**src/rtl/vga_reg_pkg.sv**
```systemverilog
// Shared types and constants for the VGA register-write path.
//   ADDR_W/DATA_W : Avalon address and writedata widths
//   REG_BG_*      : background colour register addresses
//   reg_cmd_t     : one queued register write {addr, data}
//   wr_state_t    : write sequencer states
package vga_reg_pkg;

   localparam int unsigned ADDR_W = 3;
   localparam int unsigned DATA_W = 8;

   localparam logic [ADDR_W-1:0] REG_BG_R = 3'h0;
   localparam logic [ADDR_W-1:0] REG_BG_G = 3'h1;
   localparam logic [ADDR_W-1:0] REG_BG_B = 3'h2;

   typedef struct packed {
      logic [ADDR_W-1:0] addr;
      logic [DATA_W-1:0] data;
   } reg_cmd_t;

   typedef enum logic [1:0] {
      IDLE  = 2'd0,
      WAIT  = 2'd1,
      WRITE = 2'd2
   } wr_state_t;

endpackage

```
**src/rtl/vga_reg_writer_if.sv**
```systemverilog
// Command input and Avalon-MM write output bundle of vga_reg_writer.
//   cmd_valid/cmd_ready/cmd_addr/cmd_data : command push handshake
//   av_chipselect/av_write/av_address/av_writedata : register-write beat
// modport master : the writer (accepts commands, issues Avalon writes)
// modport slave  : the surroundings (command source and display peripheral)
interface vga_reg_writer_if;
   import vga_reg_pkg::*;

   logic              cmd_valid;
   logic              cmd_ready;
   logic [ADDR_W-1:0] cmd_addr;
   logic [DATA_W-1:0] cmd_data;
   logic              av_chipselect;
   logic              av_write;
   logic [ADDR_W-1:0] av_address;
   logic [DATA_W-1:0] av_writedata;

   modport master (
      input  cmd_valid, cmd_addr, cmd_data,
      output cmd_ready,
      output av_chipselect, av_write, av_address, av_writedata
   );

   modport slave (
      output cmd_valid, cmd_addr, cmd_data,
      input  cmd_ready,
      input  av_chipselect, av_write, av_address, av_writedata
   );
endinterface

```
**src/rtl/reg_cmd_fifo.sv**
```systemverilog
// Synchronous FIFO of register-write commands.
//   clk, reset_n : clock, async active-low reset
//   push/push_data : enqueue (ignored when full or flushing)
//   pop            : dequeue head (ignored when empty or flushing)
//   flush          : discard everything at the next edge
//   rd_data        : registered popped entry, zero in cycles after no pop
//   count          : entries queued
module reg_cmd_fifo
   import vga_reg_pkg::*;
#(
   parameter int unsigned DEPTH = 16
) (
   input  logic                     clk,
   input  logic                     reset_n,
   input  logic                     push,
   input  reg_cmd_t                 push_data,
   input  logic                     pop,
   input  logic                     flush,
   output reg_cmd_t                 rd_data,
   output logic [$clog2(DEPTH):0]   count
);

   localparam int unsigned PW = $clog2(DEPTH);
   localparam int unsigned CW = PW + 1;

   reg_cmd_t        mem [DEPTH];
   logic [PW-1:0]   wr_ptr;
   logic [PW-1:0]   rd_ptr;
   logic            push_ok;
   logic            pop_ok;

   assign push_ok = push & (count < CW'(DEPTH)) & ~flush;
   assign pop_ok  = pop & (count != '0) & ~flush;

   // Storage array, no reset needed
   always_ff @(posedge clk) begin
      if (push_ok) mem[wr_ptr] <= push_data;
   end

   // Pointers wrap naturally at DEPTH (power of two); count disambiguates full/empty
   always_ff @(posedge clk or negedge reset_n) begin
      if (!reset_n) begin
         wr_ptr  <= '0;
         rd_ptr  <= '0;
         count   <= '0;
         rd_data <= '0;
      end else if (flush) begin
         wr_ptr  <= '0;
         rd_ptr  <= '0;
         count   <= '0;
         rd_data <= '0;
      end else begin
         if (push_ok) wr_ptr <= wr_ptr + PW'(1);
         if (pop_ok)  rd_ptr <= rd_ptr + PW'(1);
         rd_data <= pop_ok ? mem[rd_ptr] : '0;
         count   <= count + CW'(push_ok) - CW'(pop_ok);
      end
   end

endmodule

```
**src/rtl/vga_reg_writer.sv**
```systemverilog
// Replays queued (address, data) commands as single-cycle Avalon-MM write
// beats, optionally only inside a window opened by the VGA_VS falling edge.
//   clk, reset_n : clock, async active-low reset
//   bus          : command handshake in, Avalon write beat out
//   flush        : drop all queued commands
//   gate_en      : 1 = write only while the vsync window is open
//   vga_vs       : active-low vertical sync
//   fifo_count   : commands queued
//   win_open     : vsync write window active
module vga_reg_writer
   import vga_reg_pkg::*;
#(
   parameter int unsigned DEPTH  = 16,
   parameter int unsigned WINDOW = 2048
) (
   input  logic                   clk,
   input  logic                   reset_n,
   vga_reg_writer_if.master       bus,
   input  logic                   flush,
   input  logic                   gate_en,
   input  logic                   vga_vs,
   output logic [$clog2(DEPTH):0] fifo_count,
   output logic                   win_open
);

   localparam int unsigned CW = $clog2(DEPTH) + 1;
   localparam int unsigned WW = $clog2(WINDOW + 1);

   wr_state_t        state;
   logic             cs;
   logic             vs_prev;
   logic             vs_fall;
   logic [WW-1:0]    win_cnt;
   logic             may_issue;
   logic             push;
   logic             pop;
   reg_cmd_t         push_data;
   reg_cmd_t         rd_data;

   assign bus.cmd_ready = fifo_count < CW'(DEPTH);
   assign push          = bus.cmd_valid & bus.cmd_ready;
   assign push_data     = '{addr: bus.cmd_addr, data: bus.cmd_data};
   // A pop is committed by being in WRITE; flush cancels it
   assign pop           = (state == WRITE) & ~flush;

   assign vs_fall   = vs_prev & ~vga_vs;
   assign win_open  = (win_cnt != '0);
   assign may_issue = ~gate_en | win_open;

   reg_cmd_fifo #(.DEPTH(DEPTH)) u_fifo (
      .clk       (clk),
      .reset_n   (reset_n),
      .push      (push),
      .push_data (push_data),
      .pop       (pop),
      .flush     (flush),
      .rd_data   (rd_data),
      .count     (fifo_count)
   );

   // Write window: reload on every vsync falling edge, count down to zero
   always_ff @(posedge clk or negedge reset_n) begin
      if (!reset_n) begin
         vs_prev <= 1'b1;
         win_cnt <= '0;
      end else begin
         vs_prev <= vga_vs;
         if (vs_fall)              win_cnt <= WW'(WINDOW);
         else if (win_cnt != '0)   win_cnt <= win_cnt - WW'(1);
      end
   end

   // Sequencer; the beat strobe follows the pop by one edge, aligned with rd_data
   always_ff @(posedge clk or negedge reset_n) begin
      if (!reset_n) begin
         state <= IDLE;
         cs    <= 1'b0;
      end else begin
         cs <= pop;
         if (flush) begin
            state <= IDLE;
         end else begin
            unique case (state)
               IDLE: begin
                  if (fifo_count != '0) state <= may_issue ? WRITE : WAIT;
               end
               WAIT: begin
                  if (may_issue) state <= WRITE;
               end
               WRITE: begin
                  // Entries left after this pop decide whether to continue
                  if (fifo_count > CW'(1)) state <= may_issue ? WRITE : WAIT;
                  else                     state <= IDLE;
               end
               default: state <= IDLE;
            endcase
         end
      end
   end

   assign bus.av_chipselect = cs;
   assign bus.av_write      = cs;
   assign bus.av_address    = rd_data.addr;
   assign bus.av_writedata  = rd_data.data;

endmodule
```
**src/flat_wrapper.sv**
```systemverilog
// flat-port wrapper written by rule: the top's interface ports become plain ports
module vga_reg_writer_flat import vga_reg_pkg::*;
#(
   parameter int unsigned DEPTH  = 16,
   parameter int unsigned WINDOW = 2048
)
  (clk, reset_n, flush, gate_en, vga_vs, fifo_count, win_open, bus_cmd_valid, bus_cmd_addr, bus_cmd_data, bus_cmd_ready, bus_av_chipselect, bus_av_write, bus_av_address, bus_av_writedata);
  vga_reg_writer_if bus_i ();
  input  logic clk;
  input  logic reset_n;
  input  logic flush;
  input  logic gate_en;
  input  logic vga_vs;
  output logic [$clog2(DEPTH):0] fifo_count;
  output logic win_open;
  input wire logic [$bits(bus_i.cmd_valid)-1:0] bus_cmd_valid;
  input wire logic [$bits(bus_i.cmd_addr)-1:0] bus_cmd_addr;
  input wire logic [$bits(bus_i.cmd_data)-1:0] bus_cmd_data;
  output wire logic [$bits(bus_i.cmd_ready)-1:0] bus_cmd_ready;
  output wire logic [$bits(bus_i.av_chipselect)-1:0] bus_av_chipselect;
  output wire logic [$bits(bus_i.av_write)-1:0] bus_av_write;
  output wire logic [$bits(bus_i.av_address)-1:0] bus_av_address;
  output wire logic [$bits(bus_i.av_writedata)-1:0] bus_av_writedata;
  assign bus_i.cmd_valid = bus_cmd_valid;
  assign bus_i.cmd_addr = bus_cmd_addr;
  assign bus_i.cmd_data = bus_cmd_data;
  assign bus_cmd_ready = bus_i.cmd_ready;
  assign bus_av_chipselect = bus_i.av_chipselect;
  assign bus_av_write = bus_i.av_write;
  assign bus_av_address = bus_i.av_address;
  assign bus_av_writedata = bus_i.av_writedata;
  vga_reg_writer #(.DEPTH(DEPTH), .WINDOW(WINDOW)) u_core (.clk(clk), .reset_n(reset_n), .bus(bus_i), .flush(flush), .gate_en(gate_en), .vga_vs(vga_vs), .fifo_count(fifo_count), .win_open(win_open));
endmodule
```
**config.mk**
```make
export PLATFORM = sky130hd
export DESIGN_NAME = vga_reg_writer_flat
export DESIGN_NICKNAME = d
export VERILOG_FILES = /design/src/rtl/vga_reg_pkg.sv /design/src/rtl/vga_reg_writer_if.sv /design/src/rtl/reg_cmd_fifo.sv /design/src/rtl/vga_reg_writer.sv /design/src/flat_wrapper.sv
export SDC_FILE = /design/constraint.sdc
export NUM_CORES = 1
export LEC_CHECK = 0
export CAP_MARGIN = 0
export CORE_MARGIN = 2
export CORE_UTILIZATION = 43
export CTS_BUF_LIST = sky130_fd_sc_hd__clkbuf_8
export DETAILED_ROUTE_END_ITERATION = 10
export SETUP_SLACK_MARGIN = 0.02
export SYNTH_ARGS = -nofsm -noshare
export SYNTH_HDL_FRONTEND = slang
export SYNTH_SLANG_ARGS = --single-unit
```
**constraint.sdc**
```tcl
create_clock -name clk -period 3.77 [get_ports clk]
set_input_delay 0.754 -clock clk [delete_from_list [all_inputs] [get_ports clk]]
set_output_delay 0.754 -clock clk [all_outputs]
set_load 0.01 [all_outputs]
```
==> metrics.txt <==
outcome completed; Routed Antenna Nets 0; final cell count without fillers 861; Crit Path Category register to primary output; Post-CTS Setup Bufs 0; Core ar. 20200 sq um; Detailed Routing Iterations Pass 1 4; Worst-Skew Late Latency 0.53 ns; CTS Buf Count 36; Iteration-0 DRC Markers 338; CTS tree yes; IO Port Bufs 36; syn nets 514; Die Area 21600 sq um; CTS Hold Bufs 0; HP Class primary input to asynchronous set/reset pin; Die Wd 147 microns; PostCTS Resize Cnt 0; number of global-route vias before repair 4850; Netlist cell types 43; most frequent cells in the layout edfxtp_1, mux4_2, clkbuf_8, dfrtp_1, clkdlybuf4s50_1; Final Max Tran Viols 0; post-route cell area 10300 sq um; element type at the critical path start register; final hold viol count 0; wire length per cell 20.8 microns; fin crit share 0.855; H-tree depth 2; register area share after synthesis 0.716; Final setup viols 0; crit path time final 3.22 ns; ANT cells 0; max-cap viol count 0; Worst Tran Pin Value 1.00 ns; most common cell after layout, fill and taps aside edfxtp_1; Rows 52; Placed Cells 795; gpl congestion 0.776; Post-Synthesis Cell Area 8780 sq um; Clock transition at path regs 0.06 ns; Syn Inst Count 480; vias 4530; Rel. slew slack 0.332; hold_ws 0.409 ns; clk sink count 216; Async S/R FF share, synth 0.185; largest net degree at the start of global routing 41; synthesized flop and latch total 216; DR DRC count 0; Fill cells 1671; VDD IR max 0.297 mV; Via density 5.26; Root Buffer clkbuf_8; placed cell area 9630 sq um; Starting Density 0.435; final net count 597; Syn Area/Cell 18.3 sq um; CP arrival 2.47 ns; final core utilization 0.513; share of cells above drive strength 1 0.244; total gr overflow 0; Max Buffers Root-to-Sink 3; P_leak 3.56 nW; Worst EP required 3.02 ns; EDFF count, synth 176; worst-path maximum fanout 10; WL final 18000 microns; unrepaired setup endpoints after global routing false; Die Ht 147 microns; commonest register cell after synthesis edfxtp_1; gr usage total 0.175; sum of negative setup slack 0 ns; PD cells 609 nW/um^2; IO Count 37; Area growth syn-to-layout 17.8%; warnings from Yosys 0; Crit. End Element primary output; initial antenna violation count 0; post-DP HPWL 11300 microns; FMAX 310 MHz; first-pass GRT wire length 28300 microns; worst-case clock skew 0.0208 ns
[cell usage after synthesis (3+ instances only)]
cell | number | area share
nor3_1 | 7 | 0.0040
edfxtp_1 | 176 | 0.60
inv_1 | 15 | 0.0064
nor2_1 | 34 | 0.015
a211oi_1 | 25 | 0.021
clkbuf_1 | 9 | 0.0038
mux2i_1 | 11 | 0.013
mux4_2 | 44 | 0.11
buf_4 | 7 | 0.0060
buf_2 | 6 | 0.0034
nand3b_1 | 3 | 0.0026
a21oi_1 | 7 | 0.0040
dfrtp_1 | 39 | 0.11
nand2_1 | 9 | 0.0038
xor2_1 | 4 | 0.0040
nand2b_1 | 5 | 0.0036
nor2b_1 | 15 | 0.011
nand3_1 | 4 | 0.0023
ha_1 | 16 | 0.023
or3_1 | 3 | 0.0021
xnor2_1 | 12 | 0.012
o21bai_1 | 3 | 0.0026
[cells by family after synthesis]
group / after synthesis / share of synthesized area
flops: 216 / 0.716
simple gates: 95 / 0.0608
mux: 55 / 0.125
compound gates: 44 / 0.0373
buf+inv: 37 / 0.0197
fa+ha+maj: 17 / 0.0251
xor+xnor: 16 / 0.0160
[stage by stage]
| stage | total power, mW | worst slack (ns) |
|---|---|---|
| floorplan | 3.95 | 0.775 |
| global placement | 4.33 | 0.491 |
| detailed placement | 4.36 | 0.431 |
| CTS | 6.41 | 0.509 |
| global route | 6.66 | 0.420 |
| finish | 6.30 | 0.546 |
[metal layers]
metal	part of all wire	track usage
met2	0.50	0.284
met5	0	0
met3	0.052	0.0363
met4	0.021	0.0577
met1	0.43	0.241
[path summary, 6_finish.rpt]
kind	start	end	slack (ns)	cells after the start
max reg2reg	u_core.u_fifo.count[2]$_DFF_PN0_	u_core.u_fifo.count[4]$_DFF_PN0_	0.87	14
max	u_core.win_cnt[0]$_DFFE_PN0P_	win_open	0.55	6
min	reset_n	u_core.u_fifo.rd_ptr[2]$_DFFE_PN0P_	0.41	1
max in group asynchronous	reset_n	u_core.u_fifo.rd_ptr[0]$_DFFE_PN0P_	2.67	1
min reg2reg	u_core.state[0]$_DFFE_PN0P_	u_core.bus.av_chipselect$_DFF_PN0_	0.52	1
min in group clk	u_core.state[0]$_DFFE_PN0P_	u_core.bus.av_chipselect$_DFF_PN0_	0.52	1
[critical path: stages, from the launching register on]
cell and delay [ns]:
dfrtp_1 0.41, inv_1 0.11, ha_1 0.15, nor3b_4 0.46
nand4_1 0.16, buf_4 0.19, clkdlybuf4s50_1 0.47
[cell type report]
type | count | area, sq um | share of cell area
clock buffer | 42 | 578 | 0.0559
clock inverter | 24 | 144 | 0.0139
inverter | 15 | 56.3 | 0.00544
multi-input combinational | 227 | 2340 | 0.226
sequential | 216 | 6290 | 0.608
tap | 270 | 338 | 0.0326
timing repair buffer | 67 | 601 | 0.0580
[report_power, final]
group          internal (mW)  total (mW)  switching, mW
Combinational          0.740        1.39          0.646
Sequential              2.72        2.90          0.181
Clock                   1.10        2.02          0.915
[flip-flops by register name (all words and copies together), names as in the netlist]
signal	cells
u_core.u_fifo.rd_data	11
u_core.state	2
u_core.u_fifo.mem	176
u_core.u_fifo.wr_ptr	4
u_core.win_cnt	12
u_core.u_fifo.count	5
u_core.bus.av_chipselect	1
u_core.u_fifo.rd_ptr	4
u_core.vs_prev	1
Note: power is estimated with default switching activity, not from simulation.
